--- config.mk ---
export PLATFORM = sky130hd
export DESIGN_NAME = ah_demux_route_stage_flat
export DESIGN_NICKNAME = d
export VERILOG_FILES = /design/src/rtl/ah_demux_route_stage_if.sv /design/src/rtl/ah_demux_route_stage.sv /design/src/flat_wrapper.sv
export SDC_FILE = /design/constraint.sdc
export NUM_CORES = 1
export LEC_CHECK = 0
export ABC_CLOCK_PERIOD_IN_PS = 1700
export CAP_MARGIN = 40
export CORE_MARGIN = 4
export CORE_UTILIZATION = 50
export CTS_CLUSTER_DIAMETER = 60
export DETAILED_ROUTE_END_ITERATION = 12
export MAX_ROUTING_LAYER = met4
export PLACE_DENSITY = 0.8
export SLEW_MARGIN = 25
export SYNTH_ARGS = -nofsm -noshare
export SYNTH_HDL_FRONTEND = slang
export SYNTH_SLANG_ARGS = --single-unit
--- constraint.sdc ---
create_clock -name clk -period 1.7 [get_ports clk]
set_input_delay 0.51 -clock clk [delete_from_list [all_inputs] [get_ports clk]]
set_output_delay 0.51 -clock clk [all_outputs]
set_load 0.1 [all_outputs]
--- src/rtl/ah_demux_route_stage_if.sv ---
// Bus bundle between the route stage, its upstream source and the downstream AH demux.
// Handshake: a beat moves on a rising edge where valid && ready; the sender keeps data stable while valid && !ready.
interface ah_demux_route_stage_if #(
  parameter int DATA_W = 34,
  parameter int SEL_W  = 3
);
  logic [DATA_W-1:0] ing_data;
  logic              ing_valid;
  logic              ing_ready;
  logic [DATA_W-1:0] out_data;
  logic              out_valid;
  logic              out_ready;
  logic [SEL_W-1:0]  out_select;

  modport master (
    input  ing_data, ing_valid, out_ready,
    output ing_ready, out_data, out_valid, out_select
  );

  modport slave (
    output ing_data, ing_valid, out_ready,
    input  ing_ready, out_data, out_valid, out_select
  );
endinterface

--- src/rtl/ah_demux_route_stage.sv ---
// Registered ingress stage ahead of the AH 1:N demux: tags every beat with its packet's destination.
// Optional ROUTE_DROP_EN: drop packets with an out-of-range destination instead of clamping them.
module ah_demux_route_stage #(
  parameter int DATA_W   = 34,
  parameter int NUM_EGR  = 7,
  parameter int SEL_W    = 3,
  parameter int DEST_LSB = 0
) (
  input  logic        clk,
  input  logic        rst,
  ah_demux_route_stage_if.master bus,
  output logic        pkt_active,
  output logic [1:0]  fsm_state
`ifdef ROUTE_DROP_EN
  ,
  output logic [15:0] drop_cnt
`endif
);

`ifdef ROUTE_DROP_EN
  typedef enum logic [1:0] {ST_HDR = 2'd0, ST_BODY = 2'd1, ST_DROP = 2'd2} state_t;
`else
  typedef enum logic [1:0] {ST_HDR = 2'd0, ST_BODY = 2'd1} state_t;
`endif

  localparam logic [SEL_W:0]   EGR_LIMIT = (SEL_W+1)'(NUM_EGR);
  localparam logic [SEL_W-1:0] MAX_SEL   = SEL_W'(NUM_EGR - 1);

  state_t            state_q, state_d;
  logic [SEL_W-1:0]  cur_sel_q, cur_sel_d;

  logic              main_valid_q, main_valid_d;
  logic [DATA_W-1:0] main_data_q, main_data_d;
  logic [SEL_W-1:0]  main_sel_q, main_sel_d;
  logic              skid_valid_q, skid_valid_d;
  logic [DATA_W-1:0] skid_data_q, skid_data_d;
  logic [SEL_W-1:0]  skid_sel_q, skid_sel_d;
  logic              ing_ready_q;

  logic [SEL_W-1:0]  hdr_dest;
  logic              dest_ok;
  logic              eop;
  logic              accept;
  logic              retire;
  logic              beat_keep;
  logic [SEL_W-1:0]  beat_sel;
`ifdef ROUTE_DROP_EN
  logic              hdr_drop;
`endif

  assign hdr_dest = bus.ing_data[DEST_LSB +: SEL_W];
  assign dest_ok  = {1'b0, hdr_dest} < EGR_LIMIT;
  assign eop      = bus.ing_data[DATA_W-1];
  assign accept   = bus.ing_valid & ing_ready_q;
  assign retire   = main_valid_q & bus.out_ready;

  // Ingress packet FSM: decides each accepted beat's select and whether it is kept.
  always_comb begin
    state_d   = state_q;
    cur_sel_d = cur_sel_q;
    beat_sel  = cur_sel_q;
    beat_keep = 1'b0;
`ifdef ROUTE_DROP_EN
    hdr_drop  = 1'b0;
`endif
    case (state_q)
      ST_HDR: begin
        if (accept) begin
`ifdef ROUTE_DROP_EN
          if (!dest_ok) begin
            hdr_drop = 1'b1;
            state_d  = eop ? ST_HDR : ST_DROP;
          end else begin
            beat_sel  = hdr_dest;
            cur_sel_d = hdr_dest;
            beat_keep = 1'b1;
            state_d   = eop ? ST_HDR : ST_BODY;
          end
`else
          beat_sel  = dest_ok ? hdr_dest : MAX_SEL;
          cur_sel_d = beat_sel;
          beat_keep = 1'b1;
          state_d   = eop ? ST_HDR : ST_BODY;
`endif
        end
      end
      ST_BODY: begin
        if (accept) begin
          beat_keep = 1'b1;
          if (eop) state_d = ST_HDR;
        end
      end
`ifdef ROUTE_DROP_EN
      ST_DROP: begin
        if (accept && eop) state_d = ST_HDR;
      end
`endif
      default: state_d = ST_HDR;
    endcase
  end

  // Two-entry skid: skid only fills when main is held; it always drains into main first.
  always_comb begin
    main_valid_d = main_valid_q;
    main_data_d  = main_data_q;
    main_sel_d   = main_sel_q;
    skid_valid_d = skid_valid_q;
    skid_data_d  = skid_data_q;
    skid_sel_d   = skid_sel_q;
    if (retire) begin
      if (skid_valid_q) begin
        main_data_d  = skid_data_q;
        main_sel_d   = skid_sel_q;
        skid_valid_d = 1'b0;
      end else if (beat_keep) begin
        main_data_d  = bus.ing_data;
        main_sel_d   = beat_sel;
      end else begin
        main_valid_d = 1'b0;
      end
    end else if (beat_keep) begin
      if (!main_valid_q) begin
        main_valid_d = 1'b1;
        main_data_d  = bus.ing_data;
        main_sel_d   = beat_sel;
      end else begin
        skid_valid_d = 1'b1;
        skid_data_d  = bus.ing_data;
        skid_sel_d   = beat_sel;
      end
    end
  end

  always_ff @(posedge clk) begin
    if (rst) begin
      state_q      <= ST_HDR;
      cur_sel_q    <= '0;
      main_valid_q <= 1'b0;
      main_data_q  <= '0;
      main_sel_q   <= '0;
      skid_valid_q <= 1'b0;
      skid_data_q  <= '0;
      skid_sel_q   <= '0;
      ing_ready_q  <= 1'b0;
    end else begin
      state_q      <= state_d;
      cur_sel_q    <= cur_sel_d;
      main_valid_q <= main_valid_d;
      main_data_q  <= main_data_d;
      main_sel_q   <= main_sel_d;
      skid_valid_q <= skid_valid_d;
      skid_data_q  <= skid_data_d;
      skid_sel_q   <= skid_sel_d;
      ing_ready_q  <= !skid_valid_d;
    end
  end

`ifdef ROUTE_DROP_EN
  always_ff @(posedge clk) begin
    if (rst) begin
      drop_cnt <= 16'h0000;
    end else if (hdr_drop && drop_cnt != 16'hFFFF) begin
      drop_cnt <= drop_cnt + 16'h0001;
    end
  end
`endif

  assign bus.ing_ready  = ing_ready_q;
  assign bus.out_valid  = main_valid_q;
  assign bus.out_data   = main_data_q;
  assign bus.out_select = main_sel_q;
  assign pkt_active     = (state_q == ST_BODY);
  assign fsm_state      = state_q;

endmodule
--- src/flat_wrapper.sv ---
// flat-port wrapper written by rule: the top's interface ports become plain ports
module ah_demux_route_stage_flat 
#(
  parameter int DATA_W   = 34,
  parameter int NUM_EGR  = 7,
  parameter int SEL_W    = 3,
  parameter int DEST_LSB = 0
)
  (clk, rst, pkt_active, fsm_state, bus_ing_data, bus_ing_valid, bus_out_ready, bus_ing_ready, bus_out_data, bus_out_valid, bus_out_select);
  ah_demux_route_stage_if #(.DATA_W(DATA_W), .SEL_W(SEL_W)) bus_i ();
  input  logic clk;
  input  logic rst;
  output logic pkt_active;
  output logic [1:0] fsm_state;
  input wire logic [$bits(bus_i.ing_data)-1:0] bus_ing_data;
  input wire logic [$bits(bus_i.ing_valid)-1:0] bus_ing_valid;
  input wire logic [$bits(bus_i.out_ready)-1:0] bus_out_ready;
  output wire logic [$bits(bus_i.ing_ready)-1:0] bus_ing_ready;
  output wire logic [$bits(bus_i.out_data)-1:0] bus_out_data;
  output wire logic [$bits(bus_i.out_valid)-1:0] bus_out_valid;
  output wire logic [$bits(bus_i.out_select)-1:0] bus_out_select;
  assign bus_i.ing_data = bus_ing_data;
  assign bus_i.ing_valid = bus_ing_valid;
  assign bus_i.out_ready = bus_out_ready;
  assign bus_ing_ready = bus_i.ing_ready;
  assign bus_out_data = bus_i.out_data;
  assign bus_out_valid = bus_i.out_valid;
  assign bus_out_select = bus_i.out_select;
  ah_demux_route_stage #(.DATA_W(DATA_W), .NUM_EGR(NUM_EGR), .SEL_W(SEL_W), .DEST_LSB(DEST_LSB)) u_core (.clk(clk), .rst(rst), .bus(bus_i), .pkt_active(pkt_active), .fsm_state(fsm_state));
endmodule
; Word-level counts from Yosys, hierarchy flattened
; Cells that the tools add are included.
[totals]
register_bits = 82
output_inout_bits = 42
[op_classes]
order_cmp = 1
n_eq_ne = 7
mux = 27
bitwise_logic = 3
reduce_logical = 9
[ops]
columns = operator, count
row1 = two-way mux 34 bit, 5
row2 = two-way mux 3 bit, 8
row3 = AND reduction 3 bit, 4
row4 = two-way mux 1 bit, 10
row5 = two-way mux 2 bit, 3
row6 = inequality test 2 x 1 -> 1 bit (second input constant), 3
row7 = inequality test 2 bit (second input constant), 3
row8 = one-hot mux 2 bit (2 select lines), 1
row9 = nonzero test 2 bit, 2
row10 = < comparator 3 bit (second input constant), 1
row11 = bitwise AND 1 bit, 2
row12 = equality test 2 x 1 -> 1 bit (second input constant), 1
row13 = zero test 2 bit, 1
row14 = OR reduction 2 bit, 1
row15 = zero test 1 bit, 1
row16 = NOT 1 bit, 1

; Longest topological paths before layout
[depth]
ltp_word = 7
mapped_depth = 7

; Worst setup path before layout
; Ideal clock, no wire load.
[synth_timing]
kind = register to register
from = register u_core.main_valid_q, in the netlist u_core.bus.out_valid
to = register u_core.main_data_q[0], in the netlist u_core.bus.out_data[0]
setup_ns = 0.089
arrival_time_ns = 2.052
required_time_ns = 1.611
setup_slack_ns = -0.440
stages_incl_launch_ff = 7
n_path_buf = 3
synth_period_minus_slack_ns = 2.140
path_cell_list = dfxtp_1 > buf_6 > a22o_1 > buf_6 > clkbuf_1 > a21oi_1 > a311oi_2
[synth_via]
elab_chain_cells = 3
word_cells_on_any_way = 5
cone_classes = 1 x eq/ne / 1 x mux / 1 x bitwise / 2 x reduce/logical
[synth_lines]
columns = item, line_no
row1 = from (decl), ah_demux_route_stage.sv:32  ; logic main_valid_q, main_valid_d;
row2 = from (signal assigned), ah_demux_route_stage.sv:148  ; main_valid_q <= main_valid_d;
row3 = bitwise AND 1 bit, ah_demux_route_stage.sv:55  ; assign retire = main_valid_q & bus.out_ready;
row4 = inequality test 2 bit (no line) / nonzero test 2 bit (equally long branches), n/a
row5 = AND reduction 3 bit (no line), n/a
row6 = to (signal assigned), ah_demux_route_stage.sv:149  ; main_data_q <= main_data_d;
row7 = to (decl), ah_demux_route_stage.sv:33  ; logic [DATA_W-1:0] main_data_q, main_data_d;
; Parallel ways exist; a longest one is shown, timed or not.
; A chain may end at the register's enable or synchronous reset.

; Worst setup path after layout
[layout_timing]
from = register u_core.main_sel_q[0], in the netlist u_core.bus.out_select[0]
to = output bus_out_select[0]
[layout_lines]
columns = item, line_no
row1 = from (decl), ah_demux_route_stage.sv:34  ; logic [SEL_W-1:0] main_sel_q, main_sel_d;
row2 = from (signal assigned), ah_demux_route_stage.sv:150  ; main_sel_q <= main_sel_d;
row3 = to (decl), flat_wrapper.sv:21  ; output wire logic [$bits(bus_i.out_select)-1:0] bus_out_select;
; No word-level cell between the ends.

==> summary.txt <==
Global routing
  – Vias in the first global route: 3130
  – Total global routing track utilization: 22.87%
  – Largest net degree at the start of global routing: 38
  – Total grt overflow: 0
  – First-pass GRT wire length: 14790 um
  – Antenna violations before repair: 0

Clock network
  – Clk slew on worst S/H paths: 0.08 ns
  – Inserted Clock Buffers: 9
  – Root Buffer: clkbuf_8
  – H-tree levels: 3
  – Clk_lat worst skew: 0.36 ns
  – Maximum buffer depth of the clock tree: 2
  – CTS tree: built
  – Clock Sinks: 81

Hold path
  – Hold_sp: u_core.skid_data_q[23]
  – Worst hold path type: reg2reg

Critical path
  – CP Buf/Inv Count: 1
  – CP delay by family, top: flip-flops
  – Slowest cell on the critical path: dfxtp_1
  – CP max FO: 2
  – CP peak stage delay: 0.43 ns
  – Worst setup path category: reg2out
  – Worst setup SP type: flip-flop
  – CP endpoint kind: output pin
  – Reg2reg start: u_core.fsm_state[0]
  – Cell breakdown of the critical path: buf_12
  – Critical Path Source: u_core.bus.out_select[0]
  – Req. time, crit path: 1.19 ns
  – CP Data Arrival Time: 0.99 ns

Logic synthesis
  – Synth Cell Area: 3423 um2
  – Number of synthesized register bits: 81
  – Post-synth top flop: dfxtp_1
  – Most frequent cells after synthesis: nand2_1, dfxtp_1, a21oi_1, a311oi_2, clkbuf_1
  – Syn nets: 439
  – Synth unique cells: 28
  – Syn. warnings: 0
  – Top-area cell type share of the netlist area: 47.37%
  – Syn avg cell area: 8.537 um2
  – Cell with the most instances after synthesis: nand2_1
  – Sequential fraction of the synthesis area: 47.37%
  – Post-Syn Instances: 401
  – Top post-synthesis cells by area: dfxtp_1, nand2_1, a311oi_2
  – Synth async-reset ratio: 0%
  – Number of synthesized flops with an enable pin: 0
  – Yosys top cell by area: dfxtp_1

Timing
  – FMAX: 664.8 MHz
  – Fin crit share: 88.48%
  – Setup Total Neg Slack: 0 ns
  – Hold Fails Final Rpt: 0
  – Max-slew violation count: 0
  – Skew final: 0.006575 ns
  – RSZ-0062 raised after global routing: no
  – Min Tclk post-route: 1.504 ns
  – Final-report setup violation count: 0
  – WHS: 0.4568 ns

Final layout
  – # fillers: 415
  – Nets: 511
  – Final Cell Area: 5040 um2
  – Layout area overhead: 47.22%
  – Antenna cells: 0
  – Layout cell share with drive strength beyond 1: 24.06%

Route
  – DRT Wirelength: 9152 um
  – 1st-pass router iterations: 4
  – WL/cell: 16.49 um
  – Vias per cell: 5.735
  – Initial DRC Count: 197
  – Antenna viol nets, final: 0
  – DRC: 0
  – Vias: 3183

Die
  – Die width: 90.75 um
  – Cell Rows: 29
  – I/O pins: 80
  – Die height: 90.75 um
  – Initial Utilization: 52.71%
  – Die area: 8235 um2
  – Core Region: 6495 um2

Pwr
  – Worst vdd ir: 0.6583 mV
  – Leakage: 1.837 nW
  – PwrDens: 973.4 nW/um2

Outcome
  – Outcome: finished clean

Place
  – I/O Buffers: 78
  – DP HPWL: 6039 um
  – DP Area: 4805 um2
  – GP Congestion: 0.8117

Flow run
  – Max-cap violation count: 0
-- cells by family after synthesis --
| group | synth area share (%) |
|---|---|
| simple gates | 19.26 |
| other cells | 0.1095 |
| compound gates | 26.24 |
| buf+inv | 6.140 |
| flops | 47.37 |
| mux | 0.8772 |
-- metal layers --
| metal | track usage (%) | up-vias | share of wire [%] |
|---|---|---|---|
| li1 | - | 1534 | - |
| met1 | 25.73 | 1516 | 39 |
| met2 | 39.90 | 114 | 53 |
| met3 | 3.583 | 19 | 6.1 |
| met4 | 10.20 | 0 | 1.9 |
| met5 | - | - | 0 |
-- repair_timing --
| action | CTS | global route |
|---|---|---|
| endpoints found under the hold margin | 0 | 0 |
| buffers inserted | 0 | 0 |
| setup endpoints to repair | 0 | 28 |
| hold buffers | 0 | 0 |
| gates resized for setup | 0 | 3 |
-- area by class of cell --
type                    count  area, um2  area share, %
inverters                   1      3.754        0.07448
repair buffers            100       1484          29.44
clock buffers              11      151.4          3.004
well taps                  77      96.34          1.912
flip-flops and latches     81       1630          32.35
multi-input cells         280       1597          31.68
clock inverters             5      77.57          1.539
-- metrics by stage --
stage	total power (W)	setup WS, ns	cells	utilization, %
after floorplan	0.002841	0.04551	401	-
after global routing	0.005033	0.1785	555	77.60
after global placement	0.003333	-0.2567	539	73.97
after CTS	0.004921	0.03520	555	77.50
after detailed placement	0.003353	-0.3233	539	73.97
final	0.004906	0.1958	555	77.60
-- flip-flops by register name, indices dropped and copies added, names as in the netlist --
signal,flops
u_core.bus.out_data,34
u_core.bus.out_valid,1
u_core.fsm_state,1
u_core.bus.ing_ready,1
u_core.skid_data_q,34
u_core.cur_sel_q,3
u_core.skid_sel_q,3
u_core.bus.out_select,3
u_core.skid_valid_q,1
-- power by group --
group          switching (W)  internal, W  leakage, nW
Combinational       0.000760     0.000483         1.06
Clock               0.000694     0.000902        0.115
Sequential         0.0000904      0.00198        0.662
Total                0.00154      0.00336         1.84
-- worst paths after layout --
path / endpoint / slack (ns) / depth (start not counted)
worst max-delay path: bus_out_select[0] / 0.20 / 1
worst min-delay path: u_core.skid_data_q[23] / 0.46 / 2
worst max register to register: u_core.bus.out_select[0] / 0.32 / 3
worst min register to register: u_core.skid_data_q[23] / 0.46 / 2
-- placed cells by master, fill, tap and decap left out, types with 3 or more instances in the layout --
cell type          n
a211oi_1           3
a21oi_1           71
a311oi_1           7
a311oi_2          27
buf_12            51
buf_4             13
clkbuf_8          11
clkdlybuf4s50_1   34
dfxtp_1           78
mux2i_1            3
nand2_1          138
nand2b_1           3
nand3b_1           4
nor2_1             7
o221ai_1           3
(Power assumes the default switching activity.)
